### config.mk
export PLATFORM = sky130hd
export DESIGN_NAME = conv3x3_seq_ctrl
export DESIGN_NICKNAME = d
export VERILOG_FILES = /design/src/rtl/conv3x3_seq_ctrl.sv
export SDC_FILE = /design/constraint.sdc
export NUM_CORES = 1
export LEC_CHECK = 0
export BUFFER_PORTS_ARGS = -buffer_cell sky130_fd_sc_hd__buf_2
export CELL_PAD_IN_SITES_DETAIL_PLACEMENT = 0
export CELL_PAD_IN_SITES_GLOBAL_PLACEMENT = 1
export CORE_MARGIN = 10
export CORE_UTILIZATION = 40
export DETAILED_ROUTE_END_ITERATION = 8
export PLACE_DENSITY_LB_ADDON = 0.1
export SYNTH_ARGS = -nofsm -noshare
export SYNTH_HDL_FRONTEND = slang
export SYNTH_SLANG_ARGS = --single-unit
export TNS_END_PERCENT = 5
### constraint.sdc
create_clock -name i_clk -period 7.2 [get_ports i_clk]
set_clock_uncertainty 0.15 [all_clocks]
set_input_delay 1.8 -clock i_clk [delete_from_list [all_inputs] [get_ports i_clk]]
set_output_delay 1.8 -clock i_clk [all_outputs]
set_load 0.1 [all_outputs]
### src/rtl/conv3x3_seq_ctrl.sv
// conv3x3_seq_ctrl: loads a 9-tap weight bank, then issues pixel/weight beats to the conv datapath.
// It tracks in-flight windows with a LAT-deep token line and strobes one result per window.
// Build macro CONV3X3_SEQ_CTRL_RELU_EN: when defined, negative results are clamped to 0 on capture.
module conv3x3_seq_ctrl #(
  parameter int X_BW  = 8,
  parameter int W_BW  = 8,
  parameter int O_BW  = 19,
  parameter int TAPS  = 9,
  parameter int LAT   = 32,
  parameter int NW_BW = 16
) (
  input  logic             i_clk,
  input  logic             i_rst,
  input  logic             i_start,
  input  logic [NW_BW-1:0] i_num_win,
  input  logic             i_w_valid,
  output logic             o_w_ready,
  input  logic [W_BW-1:0]  i_w,
  input  logic             i_x_valid,
  output logic             o_x_ready,
  input  logic [X_BW-1:0]  i_x,
  output logic             o_dp_en,
  output logic [X_BW-1:0]  o_dp_x,
  output logic [W_BW-1:0]  o_dp_w,
  output logic [O_BW-1:0]  o_dp_psum,
  input  logic [O_BW-1:0]  i_dp_y,
  output logic             o_y_valid,
  output logic [O_BW-1:0]  o_y,
  output logic             o_busy,
  output logic             o_done
);

  localparam int TAP_BW = $clog2(TAPS);
  localparam int OUT_BW = $clog2(LAT + 1) + 1;

  typedef enum logic [2:0] {S_IDLE, S_LOAD_W, S_RUN, S_DRAIN, S_DONE} state_t;

  state_t              state_q;
  logic [W_BW-1:0]     wbank_q [TAPS];
  logic [TAP_BW-1:0]   wcnt_q;
  logic [TAP_BW-1:0]   tap_q;
  logic [NW_BW-1:0]    num_win_q;
  logic [NW_BW-1:0]    wincnt_q;
  logic [LAT-1:0]      tok_q, tok_d;
  logic [OUT_BW-1:0]   outst_q, outst_d;
  logic                dp_en_q;
  logic [X_BW-1:0]     dp_x_q;
  logic [W_BW-1:0]     dp_w_q;
  logic [O_BW-1:0]     dp_psum_q;
  logic                y_valid_q;
  logic [O_BW-1:0]     y_q, y_d;

  logic w_hs, x_hs, last_tap, tok_in, tok_out;

  // Handshakes and token line endpoints
  assign o_w_ready = (state_q == S_LOAD_W);
  assign o_x_ready = (state_q == S_RUN);
  assign w_hs      = i_w_valid & o_w_ready;
  assign x_hs      = i_x_valid & o_x_ready;
  assign last_tap  = (tap_q == TAP_BW'(TAPS - 1));
  assign tok_in    = x_hs & last_tap;
  assign tok_out   = tok_q[LAT-1];

  // Token shift: a 1 enters on the tap-8 issue and falls out LAT cycles later
  always_comb begin
    tok_d    = '0;
    tok_d[0] = tok_in;
    for (int i = 1; i < LAT; i++) tok_d[i] = tok_q[i-1];
  end

  // Outstanding windows: entry and exit in the same cycle cancel
  always_comb begin
    outst_d = outst_q;
    if (tok_in && !tok_out)      outst_d = outst_q + OUT_BW'(1);
    else if (!tok_in && tok_out) outst_d = outst_q - OUT_BW'(1);
  end

  // Result capture, optionally clamping negatives
  always_comb begin
`ifdef CONV3X3_SEQ_CTRL_RELU_EN
    y_d = i_dp_y[O_BW-1] ? '0 : i_dp_y;
`else
    y_d = i_dp_y;
`endif
  end

  // Job FSM: weight load, pixel issue, drain of in-flight windows
  always_ff @(posedge i_clk) begin
    if (i_rst) begin
      state_q   <= S_IDLE;
      wcnt_q    <= '0;
      tap_q     <= '0;
      num_win_q <= '0;
      wincnt_q  <= '0;
      tok_q     <= '0;
      outst_q   <= '0;
      for (int i = 0; i < TAPS; i++) wbank_q[i] <= '0;
    end else begin
      tok_q   <= tok_d;
      outst_q <= outst_d;
      case (state_q)
        S_IDLE: begin
          if (i_start) begin
            num_win_q <= i_num_win;
            wcnt_q    <= '0;
            tap_q     <= '0;
            wincnt_q  <= '0;
            state_q   <= S_LOAD_W;
          end
        end
        S_LOAD_W: begin
          if (w_hs) begin
            wbank_q[wcnt_q] <= i_w;
            if (wcnt_q == TAP_BW'(TAPS - 1)) begin
              wcnt_q  <= '0;
              state_q <= (num_win_q == '0) ? S_DONE : S_RUN;
            end else begin
              wcnt_q <= wcnt_q + TAP_BW'(1);
            end
          end
        end
        S_RUN: begin
          if (x_hs) begin
            if (last_tap) begin
              tap_q    <= '0;
              wincnt_q <= wincnt_q + NW_BW'(1);
              if (wincnt_q == num_win_q - NW_BW'(1)) state_q <= S_DRAIN;
            end else begin
              tap_q <= tap_q + TAP_BW'(1);
            end
          end
        end
        S_DRAIN: begin
          if (outst_q == '0) state_q <= S_DONE;
        end
        S_DONE: begin
          state_q <= S_IDLE;
        end
        default: state_q <= S_IDLE;
      endcase
    end
  end

  // Datapath issue registers: one beat per accepted pixel, zeroed on bubbles
  always_ff @(posedge i_clk) begin
    if (i_rst || !x_hs) begin
      dp_en_q   <= 1'b0;
      dp_x_q    <= '0;
      dp_w_q    <= '0;
      dp_psum_q <= '0;
    end else begin
      dp_en_q   <= 1'b1;
      dp_x_q    <= i_x;
      dp_w_q    <= wbank_q[tap_q];
      dp_psum_q <= '0;
    end
  end

  // Result strobe follows the token at the end of the line; o_y holds between strobes
  always_ff @(posedge i_clk) begin
    if (i_rst) begin
      y_valid_q <= 1'b0;
      y_q       <= '0;
    end else begin
      y_valid_q <= tok_out;
      if (tok_out) y_q <= y_d;
    end
  end

  assign o_dp_en   = dp_en_q;
  assign o_dp_x    = dp_x_q;
  assign o_dp_w    = dp_w_q;
  assign o_dp_psum = dp_psum_q;
  assign o_y_valid = y_valid_q;
  assign o_y       = y_q;
  assign o_busy    = (state_q != S_IDLE);
  assign o_done    = (state_q == S_DONE);

endmodule

Word level (Yosys, flattened, before mapping)
Memory sizes are Yosys's and may differ from the RTL's. A register that Yosys moved wholly into a read port is not among the register bits.
Cells that the tools add are included.
{"block": "classes", "n_eq_ne": 14, "n_mux": 32, "addsub": 6, "bitwise": 3, "reduce_logical": 19}
{"operator": "two-way mux 16 bit", "n": 3}
{"operator": "one-hot mux 16 bit (2 select lines)", "n": 1}
{"operator": "two-way mux 3 bit", "n": 8}
{"operator": "two-way mux 4 bit", "n": 6}
{"operator": "adder 16 x 1 -> 16 bit (second input constant)", "n": 1}
{"operator": "== test 16 bit", "n": 1}
{"operator": "zero test 16 bit", "n": 1}
{"operator": "one-hot mux 4 bit (2 select lines)", "n": 2}
{"operator": "subtractor 16 x 1 -> 16 bit (second input constant)", "n": 1}
{"operator": "two-way mux 7 bit", "n": 2}
{"operator": "one-hot mux 3 bit (4 select lines)", "n": 1}
{"operator": "!= test 2 x 1 -> 1 bit (second input constant)", "n": 5}
{"operator": "adder 4 x 1 -> 4 bit (second input constant)", "n": 2}
{"operator": "== test 4 bit (second input constant)", "n": 2}
{"operator": "two-way mux 1 bit", "n": 8}
{"operator": "two-way mux 8 bit", "n": 1}
{"operator": "OR reduction 8 bit", "n": 1}
{"operator": "adder 7 x 1 -> 7 bit (second input constant)", "n": 1}
{"operator": "zero test 7 bit", "n": 1}
{"operator": "AND reduction 7 bit", "n": 1}
{"operator": "subtractor 7 x 1 -> 7 bit (second input constant)", "n": 1}
{"operator": "== test 3 x 2 -> 1 bit (second input constant)", "n": 2}
{"operator": "AND reduction 3 bit", "n": 2}
{"operator": "nonzero test 2 bit", "n": 3}
{"operator": "11 further kinds", "n": 17}
{"block": "totals", "n_memories": 1, "reg_bits": 111, "out_inout_bits": 60, "elab_cells": 86, "ram_bits": 72}
{"memory": "wbank_q", "depth": 9, "word_bits": 8, "rd": 1, "rd_clocked_by_memory_dff": 1, "wr": 9, "line_no": "39", "text": "logic [W_BW-1:0] wbank_q [TAPS];"}

Longest topological paths before layout
{"block": "depth", "ltp_word": 8, "mapped_depth": 16, "depth_no_buf": 13}

Least setup slack after synthesis
OpenSTA, ideal clock, no wires.
{"block": "synth_timing", "path_type": "register -> register", "from": "register state_q[1]", "to": "register outst_q[6]", "required_time_ns": 6.922, "stages_incl_launch_ff": 15, "setup_time_ns": 0.128, "setup_slack_ns": 2.037, "arrival_ns": 4.885, "path_buffers": 1, "path_cell_list": "dfxtp_1 buf_2 inv_1 nor3_1 nand2_1 nor2_1 ha_1 inv_1 fa_1 a21o_1 a21o_1 a211o_1 o311ai_1 xnor2_1 nor2_1"}
{"block": "synth_between", "elab_chain_cells": 6, "elab_cells_between_ends": 8, "classes_between": "eq/ne: 1; mux: 1; bitwise: 2; reduce/logical: 4"}
{"item": "from (decl)", "line_no": "38", "text": "state_t state_q;"}
{"item": "from (signal assigned)", "line_no": "116", "text": "state_q <= (num_win_q == '0) ? S_DONE : S_RUN;"}
{"item": "== test 3 x 2 -> 1 bit (*)", "line_no": "57", "text": "assign o_x_ready = (state_q == S_RUN);"}
{"item": "via o_x_ready", "line_no": "20", "text": "output logic o_x_ready,"}
{"item": "bitwise AND 1 bit (*)", "line_no": "59", "text": "assign x_hs = i_x_valid & o_x_ready;"}
{"item": "bitwise AND 1 bit (*)", "line_no": "61", "text": "assign tok_in = x_hs & last_tap;"}
{"item": "via tok_in", "line_no": "53", "text": "logic w_hs, x_hs, last_tap, tok_in, tok_out;"}
{"item": "zero test 1 bit", "line_no": "75", "text": "else if (!tok_in && tok_out) outst_d = outst_q - OUT_BW'(1);"}
{"item": "logical AND 1 bit", "line_no": "75"}
{"item": "nonzero test 2 bit (no source line)"}
{"item": "to (signal assigned)", "line_no": "100", "text": "outst_q <= outst_d;"}
{"item": "to (decl)", "line_no": "45", "text": "logic [OUT_BW-1:0] outst_q, outst_d;"}
Mark *: on every way through the listed nets, which the timed path passes. The rest lies on a longest branch.
A chain may end at the register's enable or synchronous reset.

Final worst setup path
{"block": "layout_timing", "from": "register state_q[1]", "to": "output o_x_ready"}
{"block": "layout_between", "elab_chain_cells": 1}
{"item": "== test 3 x 2 -> 1 bit", "line_no": "57"}
{"item": "to (decl)", "line_no": "20"}
No other way between the ends.

==> flow_summary.toml <==
[route]
routedWlPerCell_um = 18.19
vias = 6378
drtPass1Iterations = 4
viasPerCell = 4.963
drc = 0
ant_nets = 0
drtIter0Drc = 315
finalWirelength_um = 23370

[floorplan]
core-area_um2 = 25980
die_area_um2 = 33290
start_util = 0.4062
io_pins = 116
die_y_um = 182.4
die_w_um = 182.4
rows = 59

[clock_network]
cts_root_buf = "clkbuf_16"
cts_hold_buf = 0
numCtsBuffers = 27
clock_latency_ns = 0.52
cts_setup_buffers = 0
clock_sinks = 247
htreeDepth = 1
cts_buffer_depth = 3
cts_resized = 0
cts_tree = "yes"
clk_pin_slew_ns = 0.06

[grt]
grt_pass1_vias = 6883
grt-ovfl-total = 0
grt_usage = 0.1380
grt_max_degree = 74
grt_pass1_wl_um = 37680
antenna_found_initial = 1

[timing]
maxSlewHeadroom = 0.2641
worstMarginPinSlew_ns = 1.102
hold_viol = 0
slew_viol_final = 0
fin_setup_tns_ns = 0
clock.fmax_mhz = 231.3
rsz0062_at_grt = "false"
setup_violations = 0
finalCriticalPeriod_ns = 4.324
fin_ws_ns = 2.876
final.period_utilization = 0.6006

[critical_path]
cp-endpoint = "o_x_ready"
cp-end-kind = "primary output"
critical_path_class = "flop to primary output"
cp.arrival_ns = 2.37
path_max_fanout = 11
r2r_slack_ns = 3.47
reg2reg_depth = 13
crit_start = "state_q[1]"
cp.required_ns = 5.25
r2r-start = "state_q[1]"
r2r-end = "outst_q[6]"
crit_slowest_cell = "dfxtp_1"
crit_chain = "inv_1 -> nor3_1 -> buf_2"
start_kind = "flop"
critPathMaxStageDelay_ns = 0.66

[layout]
stdcell_area_um2 = 12180
drive_gt1_frac = 0.2105
n_antenna_cell = 0
syn_to_final_growth_pct = 15.42
post-route-util = 0.4688
nets = 1002

[yosys]
yosysSeqAreaShare = 0.5899
synth.avg_cell_area_um2 = 12.58
syn_area_um2 = 10560
yosysTopAreaCell = "edfxtp_1"
syn-instance-count = 839
synth_ff_type = "edfxtp_1"
synth_seq_cells = 247
synth_top_area_share = 0.3642
ys_types = 58
ys_top_cells_by_area = "edfxtp_1 (36%), dfxtp_1 (23%), mux4_2 (8.1%)"
ys_warn_count = 0
async_reset_ff_frac = 0
synth-edff-count = 128

[placement]
hpwl_um = 16540
place_congestion = 0.7528
dpl_cell_area_um2 = 11250
portBuffers = 96
dp_slack_ns = 2.990

[power_and_ir_drop]
report.power.total_mw = 3.225
p_leak_nw = 4.596
power_density_nw_per_um2 = 264.7
max-vdd-ir-drop_v = 0.0001841

[flow_run]
maxCapViolations = 0

[outcome]
status = "completed"

[min_path]
hold_path_class = "flop to flop"
==> cell type report <==
| cell class | count | area, um^2 |
|---|---|---|
| Inverter | 14 | 52.55 |
| Clock buffer | 33 | 748.2 |
| Tap cell | 335 | 419.2 |
| Timing Repair Buffer | 100 | 510.5 |
| Fill cell | 2357 | 13800 |
| Sequential cell | 247 | 6227 |
| Clock inverter | 16 | 181.4 |
| Multi-Input combinational cell | 540 | 4044 |
==> worst min-delay path by stage <==
stage | start | end | slack (ns) | cells after the start
floorplan | tok_q[9] | tok_q[10] | 0.26 | 1
global placement | tok_q[22] | tok_q[23] | 0.27 | 1
detailed placement | tok_q[30] | tok_q[31] | 0.27 | 1
CTS | tok_q[30] | tok_q[31] | 0.29 | 1
global route | tok_q[6] | tok_q[7] | 0.30 | 1
finish | tok_q[30] | tok_q[31] | 0.29 | 1
==> cells in the mapped netlist, types with 2 or more instances <==
master and count:
edfxtp_1 128, nor3b_1 3, nor4_1 3, o311ai_1 2, a21o_1 7, or3_1 3
nand2_1 64, o21ai_0 8, a21oi_1 27, a211o_1 2, and4_1 3, xnor2_1 25
a31oi_1 6, buf_4 19, nand2b_1 4, inv_1 13, xor2_1 21, buf_2 9
or2_1 9, or2_2 2, a211oi_1 4, mux4_2 38, nor3_1 12, and3_1 6
nand3_1 11, nor2_1 70, buf_1 2, nand4_1 2, ha_1 15, nor4b_1 2
nor2b_1 31, clkbuf_1 25, nand3b_1 3, dfxtp_1 119, and2_1 89, or4_1 2
mux2i_1 25, a2111oi_4 2, nor3_2 4
==> per-stage QoR <==
stage	hold WS (ns)	std cells
6_report	0.2869	1285
3_3_place_gp	0.2717	1236
5_1_grt	0.2991	1285
4_1_cts	0.2886	1285
2_1_floorplan	0.2638	857
3_5_place_dp	0.2742	1236
==> per-layer routing <==
| metal | share of wire | vias up | routed length [um] | GRT usage |
|---|---|---|---|---|
| met1 | 0.45 | 3103 | 10510 | 0.1801 |
| met2 | 0.48 | 140 | 11170 | 0.2286 |
| met4 | 0.019 | 0 | 444 | 0.03645 |
| met5 | 0 | - | 0 | 0 |
| met3 | 0.053 | 36 | 1241 | 0.02829 |
| li1 | - | 3099 | - | - |
==> worst max-delay path, delay by kind of cell (launching register included) <==
kind	cells	cell delay (ns)
flops	1	0.66
buf+inv	2	0.66
simple gates	1	0.53
==> placed cells by master, fill, tap and decap left out, types with 5 or more instances in the layout <==
cell	netlist	layout
a21o_1	7	7
clkinv_2	0	7
clkbuf_8	0	5
mux4_2	38	38
conb_1	1	19
mux2i_1	25	25
dfxtp_1	119	118
and3_1	6	6
buf_2	9	96
and2_1	89	89
clkbuf_16	0	27
nand2_1	64	64
xor2_1	21	21
nand3_1	11	11
ha_1	15	15
nor2_1	70	70
xnor2_1	25	25
nor2b_1	31	31
edfxtp_1	128	128
o21ai_0	8	8
a31oi_1	6	6
or2_1	9	9
inv_1	13	13
nor3_1	12	12
a21oi_1	27	27
==> registers in the layout, indices dropped and copies added (netlist names) <==
signal,flops
num_win_q,16
o_dp_en,1
o_dp_w,8
o_dp_x,8
o_y,19
o_y_valid,1
outst_q,7
state_q,3
tap_q,4
tok_q,32
wbank_q,128
wcnt_q,4
wincnt_q,16
==> where the power goes <==
| part | switching [mW] | total, mW | internal [mW] | leakage (nW) |
|---|---|---|---|---|
| clock | 0.552 | 1.43 | 0.878 | 0.466 |
| combinational | 0.185 | 0.268 | 0.0823 | 1.92 |
| sequential | 0.0233 | 1.53 | 1.50 | 2.21 |
==> cells by family (layout without fill, tap and decap cells) <==
| kind of cell | count (synthesis) | count (layout) | share of synthesized area |
|---|---|---|---|
| DFF | 247 | 247 | 0.5899 |
| AOI/OAI and AO/OA | 63 | 63 | 0.04137 |
| other | 1 | 19 | 0.0003553 |
| buffers and inverters | 70 | 163 | 0.03343 |
| adders and majority gates | 16 | 16 | 0.01968 |
| muxes | 63 | 63 | 0.1048 |
| and+or+nand+nor | 333 | 333 | 0.1724 |
| xor gates and xnor gates | 46 | 46 | 0.03817 |
Note: power is estimated with default switching activity, not from simulation.
